**src/rtl/decode_ctrl_pipe_if.sv**
```systemverilog
// Handshake and control-word bundle between fetch/execute and decode_ctrl_pipe.
// The master side drives the instruction stream and flush; the slave side is the decoder.
interface decode_ctrl_pipe_if;
  logic        flush;
  logic        in_valid;
  logic        in_ready;
  logic [31:0] instruction;
  logic        ctrl_valid;
  logic [31:0] ctrl;
  logic        jmp_flag;
  logic [31:0] jmp_address;

  modport master (
    output flush, in_valid, instruction,
    input  in_ready, ctrl_valid, ctrl, jmp_flag, jmp_address
  );

  modport slave (
    input  flush, in_valid, instruction,
    output in_ready, ctrl_valid, ctrl, jmp_flag, jmp_address
  );
endinterface

```
**src/rtl/decode_ctrl_pipe.sv**
```systemverilog
// Registered instruction decoder with load-use, MUL-occupancy and JMP-slot interlocks.
// One instruction per handshake; the control word appears one cycle after acceptance.
module decode_ctrl_pipe #(
  parameter int GROUP      = 15,
  parameter int MUL_CYCLES = 3,
  parameter int HAZARD_EN  = 1
) (
  input  logic             clk,
  input  logic             rst,
  decode_ctrl_pipe_if.slave bus
);

  localparam logic [5:0] OP_LW   = 6'(GROUP + 32);
  localparam logic [5:0] OP_SW   = 6'(GROUP + 33);
  localparam logic [5:0] OP_BNE  = 6'(GROUP + 34);
  localparam logic [5:0] OP_R    = 6'(GROUP + 10);
  localparam logic [5:0] OP_JMP  = 6'd2;
  localparam logic [3:0] MUL_LOAD = 4'(MUL_CYCLES - 1);
  localparam bit         HZ_ON    = (HAZARD_EN != 0);

  logic [31:0] r_ctrl;
  logic        r_ctrl_valid;
  logic        r_jmp_flag;
  logic [31:0] r_jmp_address;
  logic [3:0]  r_mul_cnt;
  logic        r_lw_pend;
  logic [4:0]  r_lw_rd;
  logic        r_jmp_slot;

  logic [5:0]  w_op;
  logic [4:0]  w_rs;
  logic [4:0]  w_rt;
  logic [4:0]  w_rd;
  logic [5:0]  w_funct;
  logic        w_is_lw;
  logic        w_is_jmp;
  logic        w_is_mul;
  logic        w_uses_rt;
  logic        w_lu_hazard;
  logic        w_ready;
  logic        w_accept;

  logic [4:0]  w_dec_rs;
  logic [4:0]  w_dec_rt;
  logic [4:0]  w_dec_rd;
  logic [1:0]  w_alu_op;
  logic        w_we_dm;
  logic        w_we_rf;
  logic        w_sel_mux3;
  logic        w_sel_mux2;
  logic        w_sel_mux5;
  logic        w_branch;
  logic [31:0] w_ctrl_word;

  assign w_op    = bus.instruction[31:26];
  assign w_rs    = bus.instruction[25:21];
  assign w_rt    = bus.instruction[20:16];
  assign w_rd    = bus.instruction[15:11];
  assign w_funct = bus.instruction[5:0];

  assign w_is_lw   = (w_op == OP_LW);
  assign w_is_jmp  = (w_op == OP_JMP);
  assign w_is_mul  = (w_op == OP_R) && (w_funct == 6'd50);
  assign w_uses_rt = (w_op == OP_R) || (w_op == OP_SW) || (w_op == OP_BNE);

  // Hazard uses raw register fields so in_ready never waits on decoded outputs.
  assign w_lu_hazard = HZ_ON && r_lw_pend && (r_lw_rd != 5'd0) && bus.in_valid &&
                       ((w_rs == r_lw_rd) || (w_uses_rt && (w_rt == r_lw_rd)));

  assign w_ready  = !rst && !bus.flush && (r_mul_cnt == 4'd0) && !r_jmp_slot && !w_lu_hazard;
  assign w_accept = bus.in_valid && w_ready;

  always_comb begin
    w_dec_rs   = w_rs;
    w_dec_rt   = w_rt;
    w_dec_rd   = w_rd;
    w_alu_op   = 2'b00;
    w_we_dm    = 1'b0;
    w_we_rf    = 1'b0;
    w_sel_mux3 = 1'b0;
    w_sel_mux2 = 1'b0;
    w_sel_mux5 = 1'b0;
    w_branch   = 1'b0;
    case (w_op)
      OP_LW: begin
        w_dec_rd   = w_rt;
        w_sel_mux2 = 1'b1;
        w_sel_mux5 = 1'b1;
        w_we_rf    = 1'b1;
      end
      OP_SW: begin
        w_dec_rd   = 5'd0;
        w_sel_mux2 = 1'b1;
        w_sel_mux5 = 1'b1;
        w_we_dm    = 1'b1;
      end
      OP_BNE: begin
        w_dec_rd = 5'd0;
        w_branch = 1'b1;
        w_alu_op = 2'b01;
      end
      OP_R: begin
        w_we_rf = 1'b1;
        case (w_funct)
          6'd32: w_alu_op = 2'b00;
          6'd34: w_alu_op = 2'b01;
          6'd36: w_alu_op = 2'b10;
          6'd37: w_alu_op = 2'b11;
          6'd50: w_sel_mux3 = 1'b1;
          default: begin
            w_dec_rs = 5'd0;
            w_dec_rt = 5'd0;
            w_dec_rd = 5'd0;
            w_we_rf  = 1'b0;
          end
        endcase
      end
      default: begin
        w_dec_rs = 5'd0;
        w_dec_rt = 5'd0;
        w_dec_rd = 5'd0;
      end
    endcase
  end

  assign w_ctrl_word = {w_dec_rs, w_dec_rt, w_dec_rd, w_alu_op, w_we_dm, w_we_rf,
                        w_sel_mux3, w_sel_mux2, w_sel_mux5, w_branch, 9'd0};

  always_ff @(posedge clk or posedge rst) begin
    if (rst) begin
      r_ctrl        <= '0;
      r_ctrl_valid  <= 1'b0;
      r_jmp_flag    <= 1'b0;
      r_jmp_address <= '0;
      r_mul_cnt     <= '0;
      r_lw_pend     <= 1'b0;
      r_lw_rd       <= '0;
      r_jmp_slot    <= 1'b0;
    end else if (bus.flush) begin
      // jmp_address deliberately survives a flush
      r_ctrl       <= '0;
      r_ctrl_valid <= 1'b0;
      r_jmp_flag   <= 1'b0;
      r_mul_cnt    <= '0;
      r_lw_pend    <= 1'b0;
      r_jmp_slot   <= 1'b0;
    end else begin
      r_ctrl_valid <= w_accept && !w_is_jmp;
      r_ctrl       <= (w_accept && !w_is_jmp) ? w_ctrl_word : '0;
      r_jmp_flag   <= w_accept && w_is_jmp;
      r_jmp_slot   <= w_accept && w_is_jmp;
      r_lw_pend    <= w_accept && w_is_lw;
      if (w_accept && w_is_jmp)
        r_jmp_address <= {6'd0, bus.instruction[25:0]};
      if (w_accept && w_is_lw)
        r_lw_rd <= w_rt;
      if (w_accept && w_is_mul)
        r_mul_cnt <= MUL_LOAD;
      else if (r_mul_cnt != 4'd0)
        r_mul_cnt <= r_mul_cnt - 4'd1;
    end
  end

  assign bus.in_ready    = w_ready;
  assign bus.ctrl        = r_ctrl;
  assign bus.ctrl_valid  = r_ctrl_valid;
  assign bus.jmp_flag    = r_jmp_flag;
  assign bus.jmp_address = r_jmp_address;

endmodule

```
**src/flat_wrapper.sv**
```systemverilog
// flat-port wrapper written by rule: the top's interface ports become plain ports
module decode_ctrl_pipe_flat 
#(
  parameter int GROUP      = 15,
  parameter int MUL_CYCLES = 3,
  parameter int HAZARD_EN  = 1
)
  (clk, rst, bus_flush, bus_in_valid, bus_instruction, bus_in_ready, bus_ctrl_valid, bus_ctrl, bus_jmp_flag, bus_jmp_address);
  decode_ctrl_pipe_if bus_i ();
  input  logic clk;
  input  logic rst;
  input wire logic [$bits(bus_i.flush)-1:0] bus_flush;
  input wire logic [$bits(bus_i.in_valid)-1:0] bus_in_valid;
  input wire logic [$bits(bus_i.instruction)-1:0] bus_instruction;
  output wire logic [$bits(bus_i.in_ready)-1:0] bus_in_ready;
  output wire logic [$bits(bus_i.ctrl_valid)-1:0] bus_ctrl_valid;
  output wire logic [$bits(bus_i.ctrl)-1:0] bus_ctrl;
  output wire logic [$bits(bus_i.jmp_flag)-1:0] bus_jmp_flag;
  output wire logic [$bits(bus_i.jmp_address)-1:0] bus_jmp_address;
  assign bus_i.flush = bus_flush;
  assign bus_i.in_valid = bus_in_valid;
  assign bus_i.instruction = bus_instruction;
  assign bus_in_ready = bus_i.in_ready;
  assign bus_ctrl_valid = bus_i.ctrl_valid;
  assign bus_ctrl = bus_i.ctrl;
  assign bus_jmp_flag = bus_i.jmp_flag;
  assign bus_jmp_address = bus_i.jmp_address;
  decode_ctrl_pipe #(.GROUP(GROUP), .MUL_CYCLES(MUL_CYCLES), .HAZARD_EN(HAZARD_EN)) u_core (.clk(clk), .rst(rst), .bus(bus_i));
endmodule
```
**config.mk**
```make
export PLATFORM = sky130hd
export DESIGN_NAME = decode_ctrl_pipe_flat
export DESIGN_NICKNAME = d
export VERILOG_FILES = /design/src/rtl/decode_ctrl_pipe_if.sv /design/src/rtl/decode_ctrl_pipe.sv /design/src/flat_wrapper.sv
export SDC_FILE = /design/constraint.sdc
export NUM_CORES = 1
export LEC_CHECK = 0
export ABC_AREA = 1
export ABC_CLOCK_PERIOD_IN_PS = 2200
export CELL_PAD_IN_SITES_DETAIL_PLACEMENT = 1
export CELL_PAD_IN_SITES_GLOBAL_PLACEMENT = 1
export CORE_AREA = 2 2 103 105
export DETAILED_ROUTE_END_ITERATION = 8
export DIE_AREA = 0 0 105 107
export GPL_ROUTABILITY_DRIVEN = 0
export MAX_ROUTING_LAYER = met4
export PLACE_DENSITY_LB_ADDON = 0.12
export SLEW_MARGIN = 20
export SYNTH_ARGS = -nofsm -noshare
export SYNTH_HDL_FRONTEND = slang
export SYNTH_SLANG_ARGS = --single-unit
```
**constraint.sdc**
```tcl
create_clock -name clk -period 2.2 [get_ports clk]
set_clock_uncertainty 0.1 [all_clocks]
set_input_delay 0.66 -clock clk [delete_from_list [all_inputs] [get_ports clk]]
set_output_delay 0.66 -clock clk [all_outputs]
set_load 0.1 [all_outputs]
```
### Word-level counts from Yosys, hierarchy flattened

Cells that the tools add are included.

| word-level totals | value |
|---|---|
| flip-flop bits (word level) | 70 |
| bits in latches | 0 |
| RAM bits | 0 |
| bits in read-only memories | 0 |
| logic and storage cells | 75 |
| memories | 0 |

| cells by class | value |
|---|---|
| add/sub/neg operators | 1 |
| multipliers | 0 |
| divide/modulo/power cells | 0 |
| order comparisons | 0 |
| equal/unequal tests | 12 |
| shift-type cells | 0 |
| multiplexer cells | 23 |
| bitwise operators | 1 |
| reduce and logical (&&, ||, !) cells | 31 |

Operators by type and width:

| operator | number |
|---|---|
| 2-to-1 mux 32 bit | 2 |
| == test 6 bit, second input constant | 8 |
| one-hot mux 5 bit (2 select lines) | 3 |
| 2-to-1 mux 5 bit | 3 |
| logical AND 1 bit | 14 |
| 2-to-1 mux 4 bit | 3 |
| == test 5 bit | 2 |
| 2-to-1 mux 1 bit | 9 |
| == test 6 x 2 -> 1 bit, second input constant | 1 |
| == test 6 x 5 -> 1 bit, second input constant | 1 |
| one-hot mux 2 bit (3 select lines) | 1 |
| logical NOT 1 bit | 5 |
| nonzero test 5 bit | 1 |
| OR reduction 5 bit | 1 |
| logical NOT 4 bit | 1 |
| one-hot mux 2 bit (2 select lines) | 1 |
| AND reduction 2 bit | 2 |
| nonzero test 4 bit | 1 |
| subtractor 4 x 1 -> 4 bit, second input constant | 1 |
| logical OR 1 bit | 3 |
| nonzero test 3 bit | 1 |
| OR reduction 3 bit | 1 |
| one-hot mux 1 bit (2 select lines) | 1 |
| OR reduction 2 bit | 1 |
| inverter 1 bit | 1 |

### Longest topological paths before layout

| logic depth | value |
|---|---|
| word-level depth | 12 |
| mapped depth | 12 |
| depth with buffers taken out | 11 |

### Worst setup path before layout

OpenSTA, ideal clock, no wires.

| timing path | value |
|---|---|
| kind | register to register |
| start | reg, netlist name u_core.bus.jmp_flag |
| end | reg u_core.r_lw_rd[2] |
| setup time | 123 ps |
| arrival | 2330 ps |
| data required time | 1977 ps |
| setup slack | -353 ps |
| cell stages (with the launch flop) | 7 |
| path buffers | 1 |
| period minus slack after synthesis | 2553 ps |
| cells stage by stage | dfrtp_1 -> nor3_2 -> a21boi_4 -> nand3_1 -> buf_2 -> nand2_1 -> o21ai_1 |

RTL lines:

| item | line | RTL |
|---|---|---|
| end signal: assignment | decode_ctrl_pipe.sv:156 | `r_lw_rd <= w_rt;` |
| end: declaration | decode_ctrl_pipe.sv:27 | `logic [4:0] r_lw_rd;` |

### Worst setup path in the final report

| timing path | value |
|---|---|
| start | in bus_instruction[22] |
| end | out bus_in_ready |

| on the way | value |
|---|---|
| cells in the longest elaborated chain, start to end | 5 |

Ends and longest elaborated chain:

| item | line | RTL |
|---|---|---|
| start: declaration | flat_wrapper.sv:14 | `input wire logic [$bits(bus_i.instruction)-1:0] bus_instruction;` |
| == test 5 bit | decode_ctrl_pipe.sv:68 | `((w_rs == r_lw_rd) \|\| (w_uses_rt && (w_rt == r_lw_rd)));` |
| logical OR 1 bit | decode_ctrl_pipe.sv:68 |  |
| logical AND 1 bit | decode_ctrl_pipe.sv:67 | `assign w_lu_hazard = HZ_ON && r_lw_pend && (r_lw_rd != 5'd0) && bus.in_valid &&` |
| logical NOT 1 bit | decode_ctrl_pipe.sv:70 | `assign w_ready = !rst && !bus.flush && (r_mul_cnt == 4'd0) && !r_jmp_slot && !w_lu_hazard;` |
| logical AND 1 bit | decode_ctrl_pipe.sv:70 |  |
| end: declaration | flat_wrapper.sv:15 | `output wire logic [$bits(bus_i.in_ready)-1:0] bus_in_ready;` |

No other way between the ends.

==> impl_results.md <==
- Run status: complete, but fails checks
- DR DRC count: 0
- Flop2flop setup slack: about 0.12 ns
- Leakage Power: around 2.6 nW
- CTS Buffer Depth: 2
- Gr usage total: around 18%
- Largest cells by area after synthesis: dfrtp_1, nand2_1, buf_4
- Final nets: around 520
- Antenna cells: 0
- Starting Density: ~28%
- Hold Path Class: reg2reg
- Die Area: 11200 sq um
- Synth Instances: 326
- Largest net degree at the start of global routing: 34
- DRT antenna net count: 0
- Routed wire per std cell: around 16 um
- Grt ovf: 0
- Slowest CP cell: clkdlybuf4s15_1
- Setup crit end kind: output pin
- Max Cap Viol: 0
- Fraction of layout instances using a drive strength above 1: ~44%
- Worst setup SP type: primary input
- Design Power: around 0.0034 W
- Final period util: 113%
- Fin. Hold Viols: 0
- P_sw: 0.00116 W
- Total number of vias: 2703
- Setup TNS: -0.297 ns
- Core area: 10100 sq um
- # rows: 37
- Hold Path Sink: u_core.r_mul_cnt[2]
- Sw frac: about a third
- RSZ-0062 raised after global routing: true
- Clock sink count: 60
- Data arrival, critical path: 1.74 ns
- # H-tree levels: 3
- Clk root buf: clkbuf_8
- Worst IR drop on VDD: between 0.0003 and 0.0004 V
- # fillers: about 1.2k
- Final number of max-transition violations: 0
- Syn Std Cell Area: 2860 sq um
- Failing checks: setup timing
- Main flop type after synthesis: dfrtp_1
- First-iteration detailed-routing DRC count: ~90
- Port Buf Inserts: 87
- Worst hold slack: between 0.4 and 0.5 ns
- Commonest cells in the netlist: nand2_1, dfrtp_1, inv_1, nand3_1, buf_4
- Critical Path RT: between 1 and 1.5 ns
- CP Class: in2out
- CTS tree: done
- Die Height: roughly 110 um
- Internal: around 0.0022 W
- DR vias/cell: 4.37
- Post-Route WL: 9770 um
- Post-synthesis sequential area ratio: a little over half
- Depth of the most critical reg-to-reg path: 10
- CP max FO: 2
- Clock network fraction of design power: approximately 33%
- Die W: between 100 and 150 um
- Sequential fraction of design power: between 30% and 40%
- Clock slew at the register clock pins of the worst setup and hold paths: 0.07 ns
- Router iterations before antenna repair: 6
- CP cell instances: clkdlybuf4s15_1 > xor2_1 > nor2_1 > nand3_1 > o21ai_4 > a21boi_4 > buf_12
- Yosys synthesis warning count: 0
- Area Overhead vs Synth: 84.8%
- Final setup fails: 1
- Initial antenna violation count: 0
- Worst Min Path Start: u_core.r_mul_cnt[2]
- DP HPWL: roughly 6600 um
- Global-route wire length before repair: 15000 um
- Distinct cells, synth: 32
- Reg-to-Reg Start: u_core.r_mul_cnt[1]
- Min cycle time layout: ~2.5 ns
- Vias in the first global route: 2939
- Area share of the largest cell type after synthesis: between 50% and 60%
- Max Fclk: roughly 0.40 GHz
- Leading cell type by number of instances after synthesis: nand2_1
- EDFF count, synth: 0
- Async set or reset register ratio after synthesis: 100%
- PwrDens: 635 nW/um^2
- TritonCTS Buffers: 9
- Yosys reg bits: 60
- Max incr delay on CP: 0.23 ns
- Capture point of the worst reg-to-reg path: u_core.bus.jmp_address[20]
- I/O pin count: 103
- Largest area contributor in the netlist: dfrtp_1
- Synth Area per Inst: 8.79 sq um
- Layout Utilization: ~52%
- Comb pwr share: a little under a third
- Hold path depth: 1
- Worst-skew pair later-pin latency: between 0.3 and 0.4 ns
- Final worst slack: -0.297 ns
[what timing repair did]
| action | CTS | global route |
|---|---|---|
| setup buffers | 15 | 6 |
| setup endpoints to repair | 60 | 55 |
| gates cloned | 0 | 3 |
| pin swaps | 16 | 21 |
| hold endpoints to repair | 0 | 0 |
| gates resized for setup | 46 | 48 |
| hold buffers | 0 | 0 |
[cells by family (layout without fill, tap and decap cells)]
| family | count (synthesis) | in the layout | synth area share [%] |
|---|---|---|---|
| other | 1 | 15 | 0.131 |
| buffers and inverters | 65 | 207 | 11.6 |
| and+or+nand+nor | 171 | 172 | 28.8 |
| AOI/OAI and AO/OA | 25 | 25 | 5.72 |
| DFF | 60 | 60 | 52.4 |
| xor gates and xnor gates | 3 | 3 | 0.918 |
| adders and majority gates | 1 | 1 | 0.437 |
[state kept, by name (all words and copies together) (netlist names)]
| name | flops |
|---|---|
| u_core.bus.jmp_address | 26 |
| u_core.bus.ctrl | 22 |
| u_core.r_lw_rd | 5 |
| u_core.r_mul_cnt | 4 |
| u_core.bus.ctrl_valid | 1 |
| u_core.bus.jmp_flag | 1 |
| u_core.r_lw_pend | 1 |
[area by class of cell]
class / count / area [sq um] / share of cell area (%)
Multi-Input combinational cell: 216 / 1270 / 24.0
Timing Repair Buffer: 151 / 1960 / 37.0
Tap cell: 136 / 170 / 3.22
Inverter: 41 / 179 / 3.38
Clock inverter: 1 / 30.0 / 0.568
Clock buffer: 14 / 183 / 3.45
Sequential cell: 60 / 1500 / 28.4
[power by group through the flow]
stage                     clock, W  sequential [W]  combinational [W]
after floorplan                  0         0.00140           0.000451
after global routing       0.00117         0.00123            0.00111
after detailed placement         0         0.00124           0.000976
after global placement           0         0.00124           0.000950
after CTS                  0.00112         0.00123            0.00103
final                      0.00109         0.00123            0.00104
[metal layers]
layer	vias up	global-route usage [%]	part of all wire, %
met5	-	-	0
met4	0	5.52	0.95
met3	8	4.50	4.3
met2	59	29.8	54
met1	1338	21.0	41
li1	1298	-	-
[critical path: cells and delay by family]
family	cells	cell delay (ns)
simple gates	2	0.19
buf+inv	2	0.43
xor+xnor	1	0.16
compound gates	2	0.29
[worst max path at each step]
| stage | startpoint | endpoint | slack, ns | depth (start not counted) |
|---|---|---|---|---|
| final | bus_instruction[22] | bus_in_ready | -0.30 | 7 |
| after global routing | bus_instruction[26] | bus_in_ready | -0.34 | 10 |
| after CTS | u_core.r_mul_cnt[0] | bus_in_ready | -0.31 | 6 |
| after detailed placement | bus_instruction[26] | bus_in_ready | -0.72 | 10 |
| after global placement | bus_instruction[26] | bus_in_ready | -0.68 | 10 |
| after floorplan | bus_instruction[26] | bus_in_ready | -0.24 | 7 |
[stage by stage]
| stage | cells | worst slack (ns) | area, sq um |
|---|---|---|---|
| 5_1_grt | 619 | -0.344 | 5290 |
| 3_3_place_gp | 582 | -0.683 | 4730 |
| 3_5_place_dp | 582 | -0.724 | 4730 |
| 4_1_cts | 612 | -0.306 | 5120 |
| 6_report | 619 | -0.297 | 5290 |
| 2_1_floorplan | 340 | -0.245 | 3000 |
[cells in the final DEF (no fill, tap or decap), types with 7 or more instances in the layout]
| master | count |
|---|---|
| nand2_1 | 93 |
| dfrtp_1 | 59 |
| buf_4 | 56 |
| buf_12 | 56 |
| inv_1 | 20 |
| nand3_1 | 19 |
| inv_2 | 18 |
| o21ai_1 | 15 |
| conb_1 | 15 |
| clkbuf_8 | 13 |
| clkdlybuf4s50_1 | 12 |
| nor2_1 | 11 |
| nor3_2 | 11 |
| nand2_2 | 9 |
| clkdlybuf4s15_1 | 7 |
(Power assumes the default switching activity.)
